===== config.mk =====
export PLATFORM = sky130hd
export DESIGN_NAME = phy_tx_sched
export DESIGN_NICKNAME = d
export VERILOG_FILES = /design/src/rtl/phy_tx_pkg.sv /design/src/rtl/rr_arb2.sv /design/src/rtl/phy_tx_sched.sv
export SDC_FILE = /design/constraint.sdc
export NUM_CORES = 1
export LEC_CHECK = 0
export ABC_AREA = 1
export BUFFER_PORTS_ARGS = -buffer_cell sky130_fd_sc_hd__clkbuf_2
export CAP_MARGIN = 20
export CORE_MARGIN = 3
export CORE_UTILIZATION = 40
export DETAILED_ROUTE_END_ITERATION = 6
export PLACE_DENSITY = 0.8
export SLEW_MARGIN = 20
export SYNTH_ARGS = -nofsm -noshare
export SYNTH_HDL_FRONTEND = slang
export SYNTH_SLANG_ARGS = --single-unit

===== constraint.sdc =====
create_clock -name clk_f -period 1.8 [get_ports clk_f]
set_clock_uncertainty 0.1 [all_clocks]
set_input_delay 0.18 -clock clk_f [delete_from_list [all_inputs] [get_ports clk_f]]
set_output_delay 0.18 -clock clk_f [all_outputs]
set_load 0.005 [all_outputs]

===== src/rtl/phy_tx_pkg.sv =====
// Shared link-state encoding, K-symbol constants and saturating counter helpers
// for the phy_tx_sched block.
package phy_tx_pkg;

  typedef enum logic [1:0] {
    ST_OFF   = 2'b00,
    ST_TRAIN = 2'b01,
    ST_RUN   = 2'b10
  } link_state_e;

  localparam logic [7:0]  COM            = 8'hBC;
  localparam logic [31:0] DEF_TRAIN_WORD = {4{COM}};
  localparam logic [31:0] DEF_IDLE_WORD  = 32'h0000_0000;

  function automatic logic [3:0] satInc4(input logic [3:0] value);
    return (value == 4'hF) ? value : value + 4'd1;
  endfunction

  function automatic logic [7:0] satInc8(input logic [7:0] value);
    return (value == 8'hFF) ? value : value + 8'd1;
  endfunction

endpackage


===== src/rtl/rr_arb2.sv =====
// Two-input round-robin arbiter with a burst cap; grants are combinational,
// pointer/owner/burst state updates on the rising edge of clk_f.
module rr_arb2
  import phy_tx_pkg::*;
#(
  parameter int unsigned MAX_BURST = 4
) (
  input  logic       clk_f,
  input  logic       reset,
  input  logic       enable,
  input  logic [1:0] req,
  output logic [1:0] gnt
);

  logic       r_ptr;
  logic       r_owner;
  logic [3:0] r_burst;
  logic       w_gntIdx;
  logic [3:0] w_burstInc;
  logic       w_capHit;

  always_comb begin
    gnt = 2'b00;
    if (enable) begin
      if (req == 2'b11) gnt = r_ptr ? 2'b10 : 2'b01;
      else              gnt = req;
    end
  end

  assign w_gntIdx   = gnt[1];
  assign w_burstInc = (r_owner == w_gntIdx) ? satInc4(r_burst) : 4'd1;
  assign w_capHit   = (w_burstInc >= 4'(MAX_BURST)) && req[~w_gntIdx];

  // An idle cycle breaks the run of consecutive grants, so the burst count clears.
  always_ff @(posedge clk_f or negedge reset) begin
    if (!reset) begin
      r_ptr   <= 1'b0;
      r_owner <= 1'b0;
      r_burst <= 4'd0;
    end else if (!enable) begin
      r_ptr   <= 1'b0;
      r_owner <= 1'b0;
      r_burst <= 4'd0;
    end else if (|gnt) begin
      r_owner <= w_gntIdx;
      if (w_capHit) begin
        r_ptr   <= ~w_gntIdx;
        r_burst <= 4'd0;
      end else begin
        r_ptr   <= w_gntIdx;
        r_burst <= w_burstInc;
      end
    end else begin
      r_burst <= 4'd0;
    end
  end

endmodule


===== src/rtl/phy_tx_sched.sv =====
// Link-level TX scheduler: trains the link, then round-robins two requesters onto the phy.
// Optional per-requester grant counters are enabled with `define PHY_TX_SCHED_STATS_EN.
module phy_tx_sched
  import phy_tx_pkg::*;
#(
  parameter int unsigned TRAIN_WORDS = 4,
  parameter logic [31:0] TRAIN_WORD  = DEF_TRAIN_WORD,
  parameter logic [31:0] IDLE_WORD   = DEF_IDLE_WORD,
  parameter int unsigned MAX_BURST   = 4
) (
  input  logic        clk_f,
  input  logic        reset,
  input  logic        link_en,
  input  logic        req0,
  input  logic [31:0] data0,
  output logic        gnt0,
  input  logic        req1,
  input  logic [31:0] data1,
  output logic        gnt1,
  output logic        tx_active,
  output logic        tx_valid,
  output logic [31:0] tx_data,
  output logic [1:0]  link_state
`ifdef PHY_TX_SCHED_STATS_EN
  ,
  output logic [15:0] cnt0,
  output logic [15:0] cnt1
`endif
);

  // The entry edge already launches the first training word, hence the minus one.
  localparam logic [7:0] LAST_TRAIN = 8'(TRAIN_WORDS - 1);

  link_state_e r_state, w_nextState;
  logic [7:0]  r_trainCnt, w_nextTrainCnt;
  logic        r_active, r_valid, w_nextValid;
  logic [31:0] r_data, w_nextData;
  logic [1:0]  w_gnt;
  logic        w_arbEn;

  assign w_arbEn = (r_state == ST_RUN) && link_en;

  rr_arb2 #(.MAX_BURST(MAX_BURST)) u_arb (
    .clk_f  (clk_f),
    .reset  (reset),
    .enable (w_arbEn),
    .req    ({req1, req0}),
    .gnt    (w_gnt)
  );

  assign gnt0 = w_gnt[0];
  assign gnt1 = w_gnt[1];

  always_comb begin
    w_nextState    = r_state;
    w_nextTrainCnt = r_trainCnt;
    w_nextValid    = 1'b0;
    w_nextData     = IDLE_WORD;
    case (r_state)
      ST_OFF: begin
        w_nextTrainCnt = 8'd0;
        if (link_en) begin
          w_nextState = ST_TRAIN;
          w_nextValid = 1'b1;
          w_nextData  = TRAIN_WORD;
        end
      end
      ST_TRAIN: begin
        if (!link_en) begin
          w_nextState = ST_OFF;
        end else if (r_trainCnt >= LAST_TRAIN) begin
          w_nextState = ST_RUN;
        end else begin
          w_nextTrainCnt = satInc8(r_trainCnt);
          w_nextValid    = 1'b1;
          w_nextData     = TRAIN_WORD;
        end
      end
      ST_RUN: begin
        if (!link_en) begin
          w_nextState = ST_OFF;
        end else if (w_gnt[0]) begin
          w_nextValid = 1'b1;
          w_nextData  = data0;
        end else if (w_gnt[1]) begin
          w_nextValid = 1'b1;
          w_nextData  = data1;
        end
      end
      default: w_nextState = ST_OFF;
    endcase
  end

  always_ff @(posedge clk_f or negedge reset) begin
    if (!reset) begin
      r_state    <= ST_OFF;
      r_trainCnt <= 8'd0;
      r_active   <= 1'b0;
      r_valid    <= 1'b0;
      r_data     <= IDLE_WORD;
    end else begin
      r_state    <= w_nextState;
      r_trainCnt <= w_nextTrainCnt;
      r_active   <= (w_nextState != ST_OFF);
      r_valid    <= w_nextValid;
      r_data     <= w_nextData;
    end
  end

  assign tx_active  = r_active;
  assign tx_valid   = r_valid;
  assign tx_data    = r_data;
  assign link_state = r_state;

`ifdef PHY_TX_SCHED_STATS_EN
  logic [15:0] r_cnt0, r_cnt1;

  // Grants only occur in RUN, so the counters naturally hold while OFF.
  always_ff @(posedge clk_f or negedge reset) begin
    if (!reset) begin
      r_cnt0 <= 16'd0;
      r_cnt1 <= 16'd0;
    end else begin
      if (w_gnt[0]) r_cnt0 <= r_cnt0 + 16'd1;
      if (w_gnt[1]) r_cnt1 <= r_cnt1 + 16'd1;
    end
  end

  assign cnt0 = r_cnt0;
  assign cnt1 = r_cnt1;
`endif

endmodule


* Yosys cells after proc, flatten, opt, wreduce, memory -nomap -nowiden
Index checks and enable logic that the tools add are counted.
Cells by class: add/sub/neg operators 2, magnitude comparators 3, equality and inequality tests 10, multiplexer cells 38, bitwise logic cells 1, reduce and logical (&&, ||, !) cells 7
Operator list (count):
- two-way mux 32 bit | 6
- case mux 32 bit (3 select lines) | 1
- two-way mux 8 bit | 3
- two-way mux 4 bit | 5
- case mux 8 bit (2 select lines) | 1
- two-way mux 2 bit | 7
- two-way mux 1 bit | 13
- adder 8 x 1 -> 8 bit, second input constant | 1
- equality test 8 bit, second input constant | 1
- greater-or-equal comparator 8 x 2 -> 1 bit, second input constant | 1
- != test 2 bit, second input constant | 4
- case mux 2 bit (3 select lines) | 1
- adder 4 x 1 -> 4 bit, second input constant | 1
- equality test 2 bit, second input constant | 2
- equality test 4 bit, second input constant | 1
- greater-or-equal comparator 4 x 3 -> 1 bit, second input constant | 1
- AND reduction 4 bit | 1
- nonzero test 2 bit | 2
- case mux 1 bit (3 select lines) | 1
- equality test 2 x 1 -> 1 bit, second input constant | 1
- logical AND 1 bit | 2
- zero test 2 bit | 1
- < comparator 1 x 2 -> 1 bit, second input constant | 1
- OR reduction 2 bit | 1
- other kinds (2) | 2
Word-level totals: flip-flop bits (word level) 50, bits of input ports 69, output and inout bits 38, word-level logic and storage cells 69

* Longest topological paths before layout
word-level depth 10, mapped depth 11, depth with buffers taken out 10

* Hierarchy
From an unflattened synthesis, not the netlist that was laid out.
Unflattened totals: cell total of the unflattened synthesis 243, area total of the unflattened synthesis 2414.8 µm²
By module, submodules not included:
- phy_tx_sched | instances 1, cells an instance 190, area an instance 1981.9 µm², sequential area each 1101.1 µm²
- rr_arb2 | instances 1, cells an instance 53, area an instance 432.9 µm², sequential area each 150.1 µm²

* Least setup slack after synthesis
No wires, ideal clock.
path type register to register, start reg r_state[0] (netlist: link_state[0]), end reg r_data[18] (netlist: tx_data[18]), setup time 136 ps, arrival time 1367 ps, data required time 1564 ps, slack 197 ps, stages on the path, launching flop included 12, buffers on the path 1, clock period less this slack 1603 ps, cell sequence dfrtp_1 -> inv_1 -> ha_1 -> nand2_4 -> nor2_4 -> nand2_2 -> clkinv_4 -> buf_12 -> nand2_2 -> nand2_1 -> nor2_1 -> a21oi_1
On the way: cells in the longest elaborated chain, start to end 7, elaborated cells on any way between the ends 9, classes of those cells eq/ne: 2; mux: 5; reduce/logical: 2
Ends and longest elaborated chain:
- start: declaration | RTL line phy_tx_sched.sv:34 | link_state_e r_state, w_nextState;
- start signal: assignment | RTL line phy_tx_sched.sv:102 | r_state <= w_nextState;
- equality test 2 bit | RTL line phy_tx_sched.sv:41, phy_tx_sched.sv:59
- logical AND 1 bit | RTL line phy_tx_sched.sv:41 | assign w_arbEn = (r_state == ST_RUN) && link_en;
- two-way mux 2 bit | RTL line rr_arb2.sv:24 | if (enable) begin
- two-way mux 32 bit | RTL line phy_tx_sched.sv:85 | end else if (w_gnt[1]) begin
- two-way mux 32 bit | RTL line phy_tx_sched.sv:82 | end else if (w_gnt[0]) begin
- two-way mux 32 bit | RTL line phy_tx_sched.sv:80 | if (!link_en) begin
- case mux 32 bit (3 select lines) * | RTL line phy_tx_sched.sv:59 | case (r_state)
- net w_nextData[18] | RTL line phy_tx_sched.sv:37 | logic [31:0] r_data, w_nextData;
- end signal: assignment | RTL line phy_tx_sched.sv:106 | r_data <= w_nextData;
- end: declaration | RTL line phy_tx_sched.sv:37
Mark *: on every way through the listed nets, which the timed path passes. The rest lies on a longest branch. A chain may end at the register's enable or synchronous reset.

* Final worst setup path
start reg r_state[0] (netlist: link_state[0]), end out gnt1
On the way: cells in the longest elaborated chain, start to end 3
Ends and longest elaborated chain:
- equality test 2 bit | RTL line phy_tx_sched.sv:41
- logical AND 1 bit | RTL line phy_tx_sched.sv:41
- two-way mux 2 bit | RTL line rr_arb2.sv:24
- end: declaration | RTL line phy_tx_sched.sv:19 | output logic gnt1,
No other way between the ends.

==> impl_results.md <==
* Outcome: finished, violations left
* Violated checks: negative setup slack
* Reg power frac at between 40 and 50%
* M3 GR Usage at 4.02%
* Area after DPL at ~3100 µm²
* H-Tree Depth at 2
* VDD IR max at 0.694 mV
* FF+latch count, synth at 50
* Yosys top cell by area: dfrtp_1
* Gate power share at approximately 32%
* Final #Nets at 530
* Psw at 1080 µW
* Filler instances at 513
* Most instantiated library cell after synthesis: nand2_1
* Core Area at 5960 µm²
* Antenna violation net count after detailed routing at 0
* Reg2reg path depth at 11
* Final instance area at between 3000 and 4000 µm²
* Clock power share at roughly 24%
* CTS root buffer: clkbuf_8
* Fmax at 548 MHz
* Starting DRT DRC Count at 191
* Antenna violations before repair at 0
* TritonCTS clock tree: yes
* DRC Markers at 0
* Yosys top cell area share at about half
* Number of setup violations in the final report at 1
* Met2 usage at a little over a third
* CP arrival at approximately 1.5 ns
* Critical path endpoint: gnt1
* Max Transition Viols Final at 0
* Gr usage total at between 20% and 30%
* Final Hold Fails at 0
* Nature of the critical path endpoint: output port
* Commonest cells post-synth: nand2_1 (101), dfrtp_1 (50), a21oi_1 (37)
* Synth warn at 0
* Detailed-router iteration count before antenna repair at 4
* RD Place Congestion at slightly below 0.8
* Worst setup startpoint: link_state[0]
* Worst-path clk slew at 0.10 ns
* P_int at 2280 µW
* Met1 Usage GRT at 24.4%
* Tightest Hold Check Type: in2reg
* EDFF count, synth at 0
* Antenna cells at 0
* CTS max path bufs at 2
* Post-synth cell types at 24
* CP Class: reg2out
* Ports at 107
* Critical Path RT at 1.52 ns
* Static Leak at 0.00199 µW
* WL final at 7710 µm
* GR Overflow Total at 0
* Die area at 7180 µm²
* Synth Cell Area at around 2500 µm²
* PD cells at 908 nW/µm²
* Drt via density at around 4.9
* Pin count of the biggest net entering global routing at 51
* Primary FF master, synth: dfrtp_1
* Worst-Skew Late Latency at about 0.31 ns
* Cells after Synth at 310
* Final core occ at 62.0%
* Share of post-route cells with drive strength above 1 at 37.1%
* FFs w/ async S/R, synth at 100%
* Rel. slew slack at 79.5%
* Minimum clock period after layout at 1.82 ns
* Die height at 84.7 µm
* Startpoint Class: flip-flop
* R2R setup slack at ~0.020 ns
* WL/cell at 14.5 µm
* Vias in the first global route at 2614
* Setup WS post-layout at -0.0233 ns
* Switching part of the total at around a third
* Max_cap viols at 0
* Layout area overhead at 49.0%
* Via Count at 2598
* Synth area leaders: dfrtp_1 (50%), nand2_1 (15%), a21oi_1 (7.5%)
* Slew of the pin with the lowest slew margin at between 0.3 and 0.4 ns
* Post-DP HPWL at 4510 µm
* CP Max Fanout at 6
* Port bufs at between 100 and 150
* Clock sinks at 50
* Num rows at 28
* Avg Synthesized Cell Area at 8.00 µm²
* RR Endpoint: tx_data[23]
* Global route hottest layer: met2
* Tcrit/Tclk final at 101%
* First-pass GRT wire length at about 12000 µm
* Hold slack at 0.00308 ns
* Post-Syn Nets at 385
* TritonCTS buffer count at 5
* Die width at 84.7 µm
* RSZ-0062 raised after global routing: true
* Register area share after synthesis at 50.5%
* Initial Utilization at roughly two fifths
* FF-to-FF Start: link_state[0]
metrics by stage:
stage / std cells / setup TNS [ns] / power (µW) / setup slack (ns)
floorplan: 310 / 0 / 1930 / 0.197
global placement: 486 / 0 / 2420 / 0.113
detailed placement: 486 / 0 / 2450 / 0.0683
CTS: 520 / 0 / 3310 / 0.00697
global route: 531 / -0.288 / 3550 / -0.0665
finish: 531 / -0.0233 / 3360 / -0.0233
layout make-up:
type | instances | area (µm²) | share of cell area, %
Clock buffer | 5 | 68.8 | 1.86
Clock inverter | 3 | 45.0 | 1.22
Inverter | 26 | 103 | 2.78
Multi-Input combinational cell | 220 | 1070 | 28.9
Sequential cell | 50 | 1250 | 33.9
Tap cell | 75 | 93.8 | 2.54
Timing Repair Buffer | 152 | 1060 | 28.8
worst max-delay path, cell delays in order, from the launching register on:
cell      delay [ns]
dfrtp_1         0.40
inv_2           0.10
ha_4            0.17
nand2_8         0.07
nor2_4          0.11
nand2_2         0.09
clkinv_4        0.08
buf_16          0.11
buf_6           0.10
layout by cell type, fill, tap and decap left out, types with 4 or more instances in the layout:
master,instances
clkbuf_2,104
nand2_1,101
dfrtp_1,50
a21oi_1,36
nor2_1,34
inv_1,24
dlygate4sd3_1,19
buf_4,18
nand2_2,17
nand3_1,9
clkbuf_8,5
ha_1,4
metal layers:
layer  routed length [µm]  vias to the layer above
li1                     -                     1246
met1                 3000                     1197
met5                    0                        -
met3                  425                       34
met2                 3950                      121
met4                  341                        0
sequential cells by signal, summed over array words and instances, names as in the netlist:
| signal | flops |
|---|---|
| tx_valid | 1 |
| u_arb.r_owner | 1 |
| u_arb.r_ptr | 1 |
| tx_active | 1 |
| u_arb.r_burst | 4 |
| tx_data | 32 |
| link_state | 2 |
| r_trainCnt | 8 |
timing repair:
action	in CTS	in global routing
setup buffers	6	9
hold endpoints to repair	60	0
hold buffers	19	0
gates resized for setup	4	12
pin swaps	1	2
setup endpoints to repair	2	30
cloned	1	2
how the worst min path moves through the flow:
stage / from / end / depth (start not counted)
2_1_floorplan: reset / link_state[0] / 0
3_3_place_gp: reset / r_trainCnt[7] / 2
3_5_place_dp: reset / r_trainCnt[6] / 2
4_1_cts: data1[9] / tx_data[9] / 3
5_1_grt: data1[8] / tx_data[8] / 3
6_report: data0[0] / tx_data[0] / 3
logic make-up (layout without fill, tap and decap cells):
kind of cell               count (synthesis)  after routing  synth area share (%)
and+or+nand+nor                          171            171                  29.5
DFF                                       50             50                  50.5
AOI/OAI and AO/OA                         42             42                  8.58
buffers and inverters                     40            186                  8.07
adders and majority gates                  6              6                  3.03
xor gates and xnor gates                   1              1                 0.353
power by group through the flow:
stage	registers, µW	clock network (µW)	logic, µW
floorplan	1500	0	432
global placement	1480	0	943
detailed placement	1480	0	971
CTS	1470	817	1030
global route	1490	866	1190
finish	1470	810	1070
No activity file was read; power rests on OpenSTA's default activity.
